**config.mk**
```make
export PLATFORM = sky130hd
export DESIGN_NAME = vga_scan
export DESIGN_NICKNAME = d
export VERILOG_FILES = /design/src/rtl/vga_scan.sv
export SDC_FILE = /design/constraint.sdc
export NUM_CORES = 1
export LEC_CHECK = 0
export ABC_AREA = 0
export CORE_UTILIZATION = 42
export CTS_CLUSTER_DIAMETER = 200
export DETAILED_ROUTE_END_ITERATION = 6
export PLACE_DENSITY_LB_ADDON = 0.25
export REMOVE_ABC_BUFFERS = 1
export SLEW_MARGIN = 10
export SYNTH_ARGS = -nofsm -noshare
export SYNTH_HDL_FRONTEND = slang
export SYNTH_SLANG_ARGS = --single-unit
```
**constraint.sdc**
```tcl
create_clock -name clk -period 2.45 [get_ports clk]
set_input_delay 0.735 -clock clk [delete_from_list [all_inputs] [get_ports clk]]
set_output_delay 0.735 -clock clk [all_outputs]
set_load 0.1 [all_outputs]
```
**src/rtl/vga_scan.sv**
```systemverilog
// VGA raster scanner: pixel-rate divider, h/v counters, sync generation and a
// registered output stage that picks the visible colour from the layer inputs.
module vga_scan #(
  parameter int DIV    = 4,
  parameter int H_DISP = 640,
  parameter int H_FP   = 16,
  parameter int H_SYNC = 96,
  parameter int H_BP   = 48,
  parameter int V_DISP = 480,
  parameter int V_FP   = 10,
  parameter int V_SYNC = 2,
  parameter int V_BP   = 33
) (
  input  logic        clk,
  input  logic        rst,
  input  logic [11:0] spr0_rgb,
  input  logic        spr0_on,
  input  logic [11:0] spr1_rgb,
  input  logic        spr1_on,
  input  logic [11:0] bg_rgb,
  output logic [9:0]  xg,
  output logic [9:0]  yg,
  output logic        pixel_tick,
  output logic        video_on,
  output logic        hsync,
  output logic        vsync,
  output logic [11:0] rgb_out,
  output logic        frame_start
);

  localparam int CW = (DIV > 1) ? $clog2(DIV) : 1;
  localparam logic [CW-1:0] DIV_LAST = CW'(DIV - 1);
  localparam logic [9:0] H_LAST = 10'(H_DISP + H_FP + H_SYNC + H_BP - 1);
  localparam logic [9:0] V_LAST = 10'(V_DISP + V_FP + V_SYNC + V_BP - 1);
  localparam logic [9:0] H_ACT  = 10'(H_DISP);
  localparam logic [9:0] V_ACT  = 10'(V_DISP);
  localparam logic [9:0] HS_BEG = 10'(H_DISP + H_FP);
  localparam logic [9:0] HS_END = 10'(H_DISP + H_FP + H_SYNC);
  localparam logic [9:0] VS_BEG = 10'(V_DISP + V_FP);
  localparam logic [9:0] VS_END = 10'(V_DISP + V_FP + V_SYNC);

  logic [CW-1:0] div_q, div_d;
  logic [9:0]    h_q, h_d, v_q, v_d;
  logic          video_on_q, video_on_d;
  logic          hsync_q, hsync_d;
  logic          vsync_q, vsync_d;
  logic [11:0]   rgb_q, rgb_d;
  logic          h_end, v_end, active;
  logic [11:0]   pix_rgb;

  always_comb begin
    pixel_tick = (div_q == DIV_LAST);
    div_d      = pixel_tick ? '0 : div_q + CW'(1);
    h_end      = (h_q == H_LAST);
    v_end      = (v_q == V_LAST);
    h_d        = h_q;
    v_d        = v_q;
    if (pixel_tick) begin
      h_d = h_end ? 10'd0 : h_q + 10'd1;
      if (h_end) v_d = v_end ? 10'd0 : v_q + 10'd1;
    end

    // Layer inputs belong to the pixel at the pre-advance counters; off-screen
    // they are discarded so the DAC sees black during blanking.
    active = (h_q < H_ACT) && (v_q < V_ACT);
    if (!active)      pix_rgb = 12'h000;
    else if (spr0_on) pix_rgb = spr0_rgb;
    else if (spr1_on) pix_rgb = spr1_rgb;
    else              pix_rgb = bg_rgb;

    video_on_d = video_on_q;
    hsync_d    = hsync_q;
    vsync_d    = vsync_q;
    rgb_d      = rgb_q;
    if (pixel_tick) begin
      video_on_d = active;
      hsync_d    = !((h_q >= HS_BEG) && (h_q < HS_END));
      vsync_d    = !((v_q >= VS_BEG) && (v_q < VS_END));
      rgb_d      = pix_rgb;
    end

    frame_start = pixel_tick && h_end && v_end;
  end

  always_ff @(posedge clk) begin
    if (!rst) begin
      div_q      <= '0;
      h_q        <= 10'd0;
      v_q        <= 10'd0;
      video_on_q <= 1'b0;
      hsync_q    <= 1'b1;
      vsync_q    <= 1'b1;
      rgb_q      <= 12'h000;
    end else begin
      div_q      <= div_d;
      h_q        <= h_d;
      v_q        <= v_d;
      video_on_q <= video_on_d;
      hsync_q    <= hsync_d;
      vsync_q    <= vsync_d;
      rgb_q      <= rgb_d;
    end
  end

  assign xg       = h_q;
  assign yg       = v_q;
  assign video_on = video_on_q;
  assign hsync    = hsync_q;
  assign vsync    = vsync_q;
  assign rgb_out  = rgb_q;

endmodule

```
---- Yosys cells after proc, flatten, opt, wreduce, memory -nomap -nowiden ----
Cells that the tools add are included.
word-level totals
  bits in registers ....................... 37
  bits of input ports ..................... 40
  word-level logic and storage cells ...... 34
  output and inout bits ................... 37
operators by class
  bitwise operators ....................... 1
  reduce and logical (&&, ||, !) cells .... 9
  equality and inequality tests ........... 3
  add/subtract/negate cells ............... 3
  muxes and demuxes ....................... 5
  order comparisons ....................... 6
operator list
  operator                                                     number
  2-to-1 mux 12 bit                                            3
  adder 10 x 1 -> 10 bit, second input constant                2
  == test 10 bit, second input constant                        2
  less-than comparator 10 bit, second input constant           2
  less-than comparator 10 x 9 -> 1 bit, second input constant  2
  2-to-1 mux 10 bit                                            2
  >= comparator 10 bit, second input constant                  1
  >= comparator 10 x 9 -> 1 bit, second input constant         1
  logical AND 1 bit                                            5
  adder 2 x 1 -> 2 bit, second input constant                  1
  == test 2 bit, second input constant                         1
  logical NOT 1 bit                                            2
  AND reduction 2 bit                                          1
  OR reduction 2 bit                                           1
  NOT 1 bit                                                    1

---- Logic depth before layout (Yosys ltp) ----
Gate-level depths: netlist (run 1).
  word-level depth ........................ 3
  mapped depth ............................ 6
  gate-level depth less buffers ........... 6

---- Least setup slack after synthesis (run 1) ----
No wires, ideal clock.
  path kind ............................... reg-to-output
  start point ............................. register h_q[0] (netlist: xg[0])
  end point ............................... output port frame_start
  arrival ................................. 3.349 ns
  data required time ...................... 1.715 ns
  path slack .............................. -1.634 ns
  cell stages (with the launch flop) ...... 6
  path buffers ............................ 1
  cell sequence ........................... dfxtp_1 ha_1 nand4bb_4 or3_1 clkbuf_1 nor2_1
on the way
  word-level cells in the longest chain between the ends .. 3
RTL lines
  item                             RTL line  RTL
  start: declaration               43        logic [9:0] h_q, h_d, v_q, v_d;
  start signal: assignment         88        h_q <= 10'd0;
  start signal: assignment         96        h_q <= h_d;
  == test 10 bit                   54        h_end = (h_q == H_LAST);
  logical AND 1 bit (2 in series)  82        frame_start = pixel_tick && h_end && v_end;
  end: declaration                 28        output logic frame_start
No other way between the ends.

---- Final worst setup path (run 1) ----
Ends and elaborated chain as after synthesis.

==> run metrics, run 1 <==
deepest level of the CTS H-tree=2; overall fraction of global-route tracks in use=22.0%; number of nets with antenna violations after routing=0; Relative slew margins=between 70 and 80%; Final Max Slew Viols=0; # IOs=77; post-route worst hold slack=406 ps; CTS buffer count=5; power density normalized to cell area=467 nW/um^2; worst slew pin tran=410 ps; Worst Hold Path Cells=1; post-synthesis simple-gate area fraction=27.8%; period utilization=98.6%; synthesized-area fraction occupied by ao, oa, aoi and oai cells=between 10 and 15%; fraction of layout instances using a drive strength above 1=24.6%; clock tree root driver cell=sky130_fd_sc_hd__clkbuf_8; Post-Route Utilization=68.5%; Critical Path Source Type=flop; number of cell instances on the worst register-to-register path=6; highest ir drop seen on vdd=between 0.4 and 0.5 mV; type of element capturing the critical path=output port; Synth Area in Adders=around 3.4%; maximum number of pins on one net before global-route repair=25; DRC marker count from the first detailed-route iteration=69; Inst Count DP=355; Hold Vio Cnt, Final=0; Syn-to-layout area delta=52.9%; Via Count=1887; count of input and output buffers=76; Max Fanout on Critical Path=4; xor and xnor fraction of the mapped netlist area=6.65%; placed instance area=between 2000 and 3000 sq um; number of buffers added to fix hold violations after cts=0; endpoints failing setup=0; sum of routed wire length over all layers=4.84 mm; clk sinks=37; most area-hungry cell type in the Yosys netlist=sky130_fd_sc_hd__dfxtp_1; data arrival at the endpoint of the critical path=approximately 1700 ps; clock tree from TritonCTS=done; Gate Count Post-Synth=between 200 and 250; count of flip-flops with a built-in enable after synthesis=0; wire length of the first global-routing pass=7.61 mm; clock-pin slew on the worst setup and hold paths=about 70 ps; number of antenna cells inserted=0; vias in the first global route=1706; die height=68.2 um; final critical-path required period=2420 ps; biggest area contributors in the synthesized netlist=sky130_fd_sc_hd__dfxtp_1, sky130_fd_sc_hd__mux2i_1, sky130_fd_sc_hd__nor2_1, sky130_fd_sc_hd__nand2_1, sky130_fd_sc_hd__a21oi_1; Max Cap Viol=0; average cell area after synthesis=8.19 sq um; result of the run=finished clean; fmax=414 MHz; mux share of post-synthesis cell area=~6.5%; number of antenna violations at the first check in global routing=0; synthesized area=1840 sq um; drt drc=0; kind of path behind the tightest hold check=flop to flop; weighted congestion reported at the end of routability-driven placement=0.835; detailed-route wire length per cell=13.3 um; final non-filler cell total=363; maximum clock insertion buffer count=2; critical path class=flop to output port; prevailing post-synth register cell=sky130_fd_sc_hd__dfxtp_1; post-route cell area=2820 sq um; FP Rows=23; post-DR vias/cell=5.20; portion of synthesized cell area occupied by the leading cell type=40.2%; clock network latency to the later pin of the worst-skew pair=between 200 and 300 ps; number of warnings reported in the yosys synthesis log=0; overflow left after global routing=0; die extent in x=68.2 um; Unique masters post-synth=34; sequential element share of the synthesized area=40.2%; half-perimeter wire length of the detailed placement result=between 3 and 4 mm; asr flop ratio synth=0%; data required time at the worst endpoint=roughly 1700 ps; final-stage net count=358; drt pass-1 iters=4; register bit count reported by yosys=37; Die Footprint=4660 sq um; aggregate negative setup slack=0 ps; effective utilization at floorplan=44.8%; leakage=1.12 nW; Placeable Area=4120 sq um; largest family of logic cells by synthesized area=simple AND/OR/NAND/NOR gates; setup skew after layout=around 8.0 ps
-- worst paths after layout --
| check | end | startpoint | slack (ps) |
|---|---|---|---|
| worst min register to register | div_q[0]$_SDFF_PP0_ | div_q[0]$_SDFF_PP0_ | 410 |
| worst max register to register | yg[8]$_SDFFE_PN0P_ | xg[0]$_SDFFE_PN0P_ | 490 |
| worst min-delay path | div_q[0]$_SDFF_PP0_ | div_q[0]$_SDFF_PP0_ | 410 |
| worst max-delay path | frame_start | xg[0]$_SDFFE_PN0P_ | 30 |
-- synth_stat cells, drive strengths merged (5+ instances only) --
master,number
xor2,6
dfxtp,37
nand4,9
mux2i,12
nand2,24
clkbuf,9
nor2,29
ha,5
nand3,10
xnor2,8
o21ai,17
a21oi,17
inv,7
-- placed cells by master, fill, tap and decap left out, drive strengths merged --
master,synthesis,final
buf,4,55
clkdlybuf4s50,0,39
dfxtp,37,37
nor2,29,29
nand2,24,24
a21oi,17,17
o21ai,17,17
mux2i,12,12
nand3,10,10
nand4,9,9
xnor2,8,8
inv,7,7
clkbuf,9,7
xor2,6,6
ha,5,5
nor3,4,4
nor4,4,4
or3,4,4
or4,3,3
nand3b,2,2
nor2b,2,2
and3,2,2
o22ai,2,2
and2,2,2
nand4bb,1,1
nor4b,1,1
nor3b,1,1
o31ai,1,1
o41ai,1,1
nand2b,1,1
-- cell families after synthesis --
family,Yosys count
compound gates,38
flops,37
fa+ha+maj,5
buf+inv,20
xor+xnor,14
simple gates,99
mux,12
-- what timing repair did --
| action | 4_1_cts | 5_1_grt |
|---|---|---|
| resized for setup | 3 | 9 |
| endpoints found under the setup margin | 1 | 1 |
| pin swaps | 1 | 2 |
| buffers inserted | 0 | 1 |
-- metal layers --
metal	global-route usage (%)	part of all wire (%)	vias to the layer above
met2	36.4	50	46
met5	0	0	-
met4	9.64	2.1	0
li1	-	-	955
met1	26.8	43	875
met3	5.17	4.5	11
-- power by group --
| part | internal, mW | leakage, nW | switching [mW] |
|---|---|---|---|
| Clock | 0.223 | 0.0443 | 0.208 |
| Sequential | 0.617 | 0.301 | 0.00835 |
| Combinational | 0.107 | 0.777 | 0.152 |
-- final cells by class --
type | count | area, sq um
fill | 365 | 1300
sequential | 37 | 747
timing repair buffer | 94 | 841
multi-input combinational | 168 | 1050
tap | 50 | 62.6
inverter | 7 | 26.3
clock buffer | 7 | 86.3
-- flip-flops by register name (all words and copies together) (netlist names) --
signal    cells
hsync         1
vsync         1
xg           10
yg           10
div_q         2
video_on      1
rgb_out      12
-- through the flow --
| stage | setup WS [ps] | power (mW) |
|---|---|---|
| after floorplan | -1700 | 0.781 |
| after global routing | -20.4 | 1.37 |
| after detailed placement | 227 | 0.899 |
| final | 34.2 | 1.32 |
| after global placement | 241 | 0.896 |
| after CTS | 17.3 | 1.32 |
-- critical path, stage by stage, from the launching register on --
cell	delay, ps
sky130_fd_sc_hd__dfxtp_2	360
sky130_fd_sc_hd__ha_4	170
sky130_fd_sc_hd__nand4bb_4	120
sky130_fd_sc_hd__or3_4	390
sky130_fd_sc_hd__nor2_2	160
sky130_fd_sc_hd__buf_12	190
Power figures use the tool's default switching activity.
==> inputs of run 2 (changes only) <==
--- a/config.mk
+++ b/config.mk
@@ -6,7 +6,7 @@
 export NUM_CORES = 1
 export LEC_CHECK = 0
 export ABC_AREA = 0
-export CORE_UTILIZATION = 42
+export CORE_UTILIZATION = 46
 export CTS_CLUSTER_DIAMETER = 200
 export DETAILED_ROUTE_END_ITERATION = 6
 export PLACE_DENSITY_LB_ADDON = 0.25
==> constraint.sdc (replaced) <==
create_clock -name clk -period 3.08 [get_ports clk]
set_input_delay 0.924 -clock clk [delete_from_list [all_inputs] [get_ports clk]]
set_output_delay 0.924 -clock clk [all_outputs]
set_load 0.1 [all_outputs]
==> run 2 against run 1 <==
First-iteration DRC count grew 120%. Largest power group unchanged. Critical endpoint unchanged. Final cell count shrank 3.9%. Sequential share of layout area grew 1.3 points. Non-clock buffer count shrank 12. Critical path type unchanged.
==> run metrics, run 2 (synthesized netlist as in run 1, its figures left out) <==
highest ir drop seen on vdd=0.277 mV; Relative slew margins=between 70% and 80%; max reg flops=12; largest delay contributor family on the critical path=simple AND/OR/NAND/NOR gates; count of input and output buffers=76; die extent in x=65.3 um; critical path class=flop to output port; Max Cap Viol=0; Setup Fix Bufs, Post-CTS=0; maximum cell stage delay along the critical path=460 ps; launch point of the worst path=xg[1]$_SDFFE_PN0P_; DRC marker count from the first detailed-route iteration=154; unrepaired setup endpoints after global routing=false; # IOs=77; final-stage net count=approximately 350; post-route cell area=roughly 2700 sq um; result of the run=finished clean; half-perimeter wire length of the detailed placement result=about 3.5 mm; overflow left after global routing=0; fraction of layout instances using a drive strength above 1=18.6%; die height=about 65 um; Max Fanout on Critical Path=6; clock tree from TritonCTS=done; weighted congestion reported at the end of routability-driven placement=0.846; Placeable Area=3740 sq um; CTS buffer count=5; Hold Vio Cnt, Final=0; final critical-path required period=2940 ps; Critical Path Source Type=flop; FP Rows=22; sum of routed wire length over all layers=4.56 mm; Final Max Slew Viols=0; number of antenna cells inserted=0; clock network latency to the later pin of the worst-skew pair=~290 ps; clock-pin slew on the worst setup and hold paths=70 ps; power density normalized to cell area=~400 nW/um^2; detailed-route wire length per cell=13.1 um; most frequent standard cell in the layout excluding fill and tap cells=sky130_fd_sc_hd__buf_4; data arrival at the endpoint of the critical path=2020 ps; data required time at the worst endpoint=2160 ps; Via Count=between 1.5k and 2k; Die Footprint=4260 sq um; reg-to-reg critical path startpoint=xg[1]$_SDFFE_PN0P_; kind of path behind the tightest hold check=flop to flop; period utilization=95.5%; clock tree root driver cell=sky130_fd_sc_hd__clkbuf_8; overall fraction of global-route tracks in use=22.9%; setup skew after layout=~7.4 ps; drt drc=0; slowest CP cell=sky130_fd_sc_hd__or3_1; leakage=1.05 nW; Post-Route Utilization=71.2%; endpoints failing setup=0; Worst Hold Launch=div_q[0]$_SDFF_PP0_; fmax=approximately 340 MHz; maximum number of pins on one net before global-route repair=25; clk sinks=37; number of antenna violations at the first check in global routing=0; vias in the first global route=1607; critical-path cell list=ha_2 > nand4bb_4 > or3_1 > nor2_1 > buf_12; number of nets with antenna violations after routing=0; Design Power=1.04 mW; maximum clock insertion buffer count=2; highest-count cells in the layout ignoring fill and taps=sky130_fd_sc_hd__buf_4, sky130_fd_sc_hd__clkdlybuf4s50_1, sky130_fd_sc_hd__dfxtp_1, sky130_fd_sc_hd__nor2_1, sky130_fd_sc_hd__nand2_1; placed instance area=around 2600 sq um; wire length of the first global-routing pass=7.43 mm; type of element capturing the critical path=output port; effective utilization at floorplan=49.2%; drt pass-1 iters=4; filler instances=about 330; worst slew pin tran=419 ps; Syn-to-layout area delta=44.5%; post-DR vias/cell=5.23; deepest level of the CTS H-tree=2; worst path bufs/invs=1
## run 2: cell count changes in the layout (fill, tap and decap cells not counted), moves of 2 or more
cell,before,now
sky130_fd_sc_hd__buf_4,52,42
sky130_fd_sc_hd__dfxtp_1,32,36
sky130_fd_sc_hd__dfxtp_2,5,1
sky130_fd_sc_hd__buf_12,3,1
## run 2: worst register-to-register path, stage by stage, from the launching register on
cell and delay [ps]:
sky130_fd_sc_hd__dfxtp_1 410, sky130_fd_sc_hd__ha_2 270, sky130_fd_sc_hd__nand4bb_4 160, sky130_fd_sc_hd__or4_4 550, sky130_fd_sc_hd__or4_1 410, sky130_fd_sc_hd__a21oi_1 140
## run 2: timing repair
| item | 4_1_cts | 5_1_grt |
|---|---|---|
| hold buffers | 0 | 0 |
| gates resized for setup | 0 | 2 |
| endpoints found under the setup margin | 0 | 1 |
## run 2: worst paths after layout
kind / to / slack, ps / depth (start not counted)
worst min-delay path: div_q[0]$_SDFF_PP0_ / 430 / 1
worst max register to register: yg[8]$_SDFFE_PN0P_ / 1070 / 5
worst max-delay path: frame_start / 140 / 5
worst min register to register: div_q[0]$_SDFF_PP0_ / 430 / 1
## run 2: final cells by class
class | instances | area (sq um) | area share [%]
timing repair buffer | 82 | 726 | 27.2
clock buffer | 7 | 86.3 | 3.24
tap | 48 | 60.1 | 2.25
multi-input combinational | 168 | 1020 | 38.4
inverter | 7 | 26.3 | 0.986
sequential | 37 | 742 | 27.9
## run 2: power by group
group,total (mW),internal (mW),switching (mW)
logic,0.201,0.0814,0.119
registers,0.498,0.491,0.00738
clock network,0.338,0.177,0.161
## run 2: metrics by stage
stage,TNS (ps),setup WS [ps],instances,hold WS (ps)
finish,0,140,349,429
global route,0,41.0,349,451
CTS,0,46.0,349,429
detailed placement,0,370,342,414
global placement,0,453,342,406
floorplan,-1260,-1260,212,398
## run 2: layer usage
| metal | wire, um | part of all wire (%) | GRT usage, % |
|---|---|---|---|
| met1 | 2020 | 44 | 28.1 |
| met2 | 2240 | 49 | 36.7 |
| met4 | 86 | 1.9 | 10.9 |
| met3 | 211 | 4.6 | 6.42 |
| met5 | 0 | 0 | 0 |
==> inputs of run 3 (changes only) <==
--- a/config.mk
+++ b/config.mk
@@ -6,6 +6,7 @@
 export NUM_CORES = 1
 export LEC_CHECK = 0
 export ABC_AREA = 0
+export ABC_CLOCK_PERIOD_IN_PS = 3080
 export CORE_UTILIZATION = 46
 export CTS_CLUSTER_DIAMETER = 200
 export DETAILED_ROUTE_END_ITERATION = 6
==> results of run 3 <==
The final DEF is identical to that of run 2; final timing and power are the same.
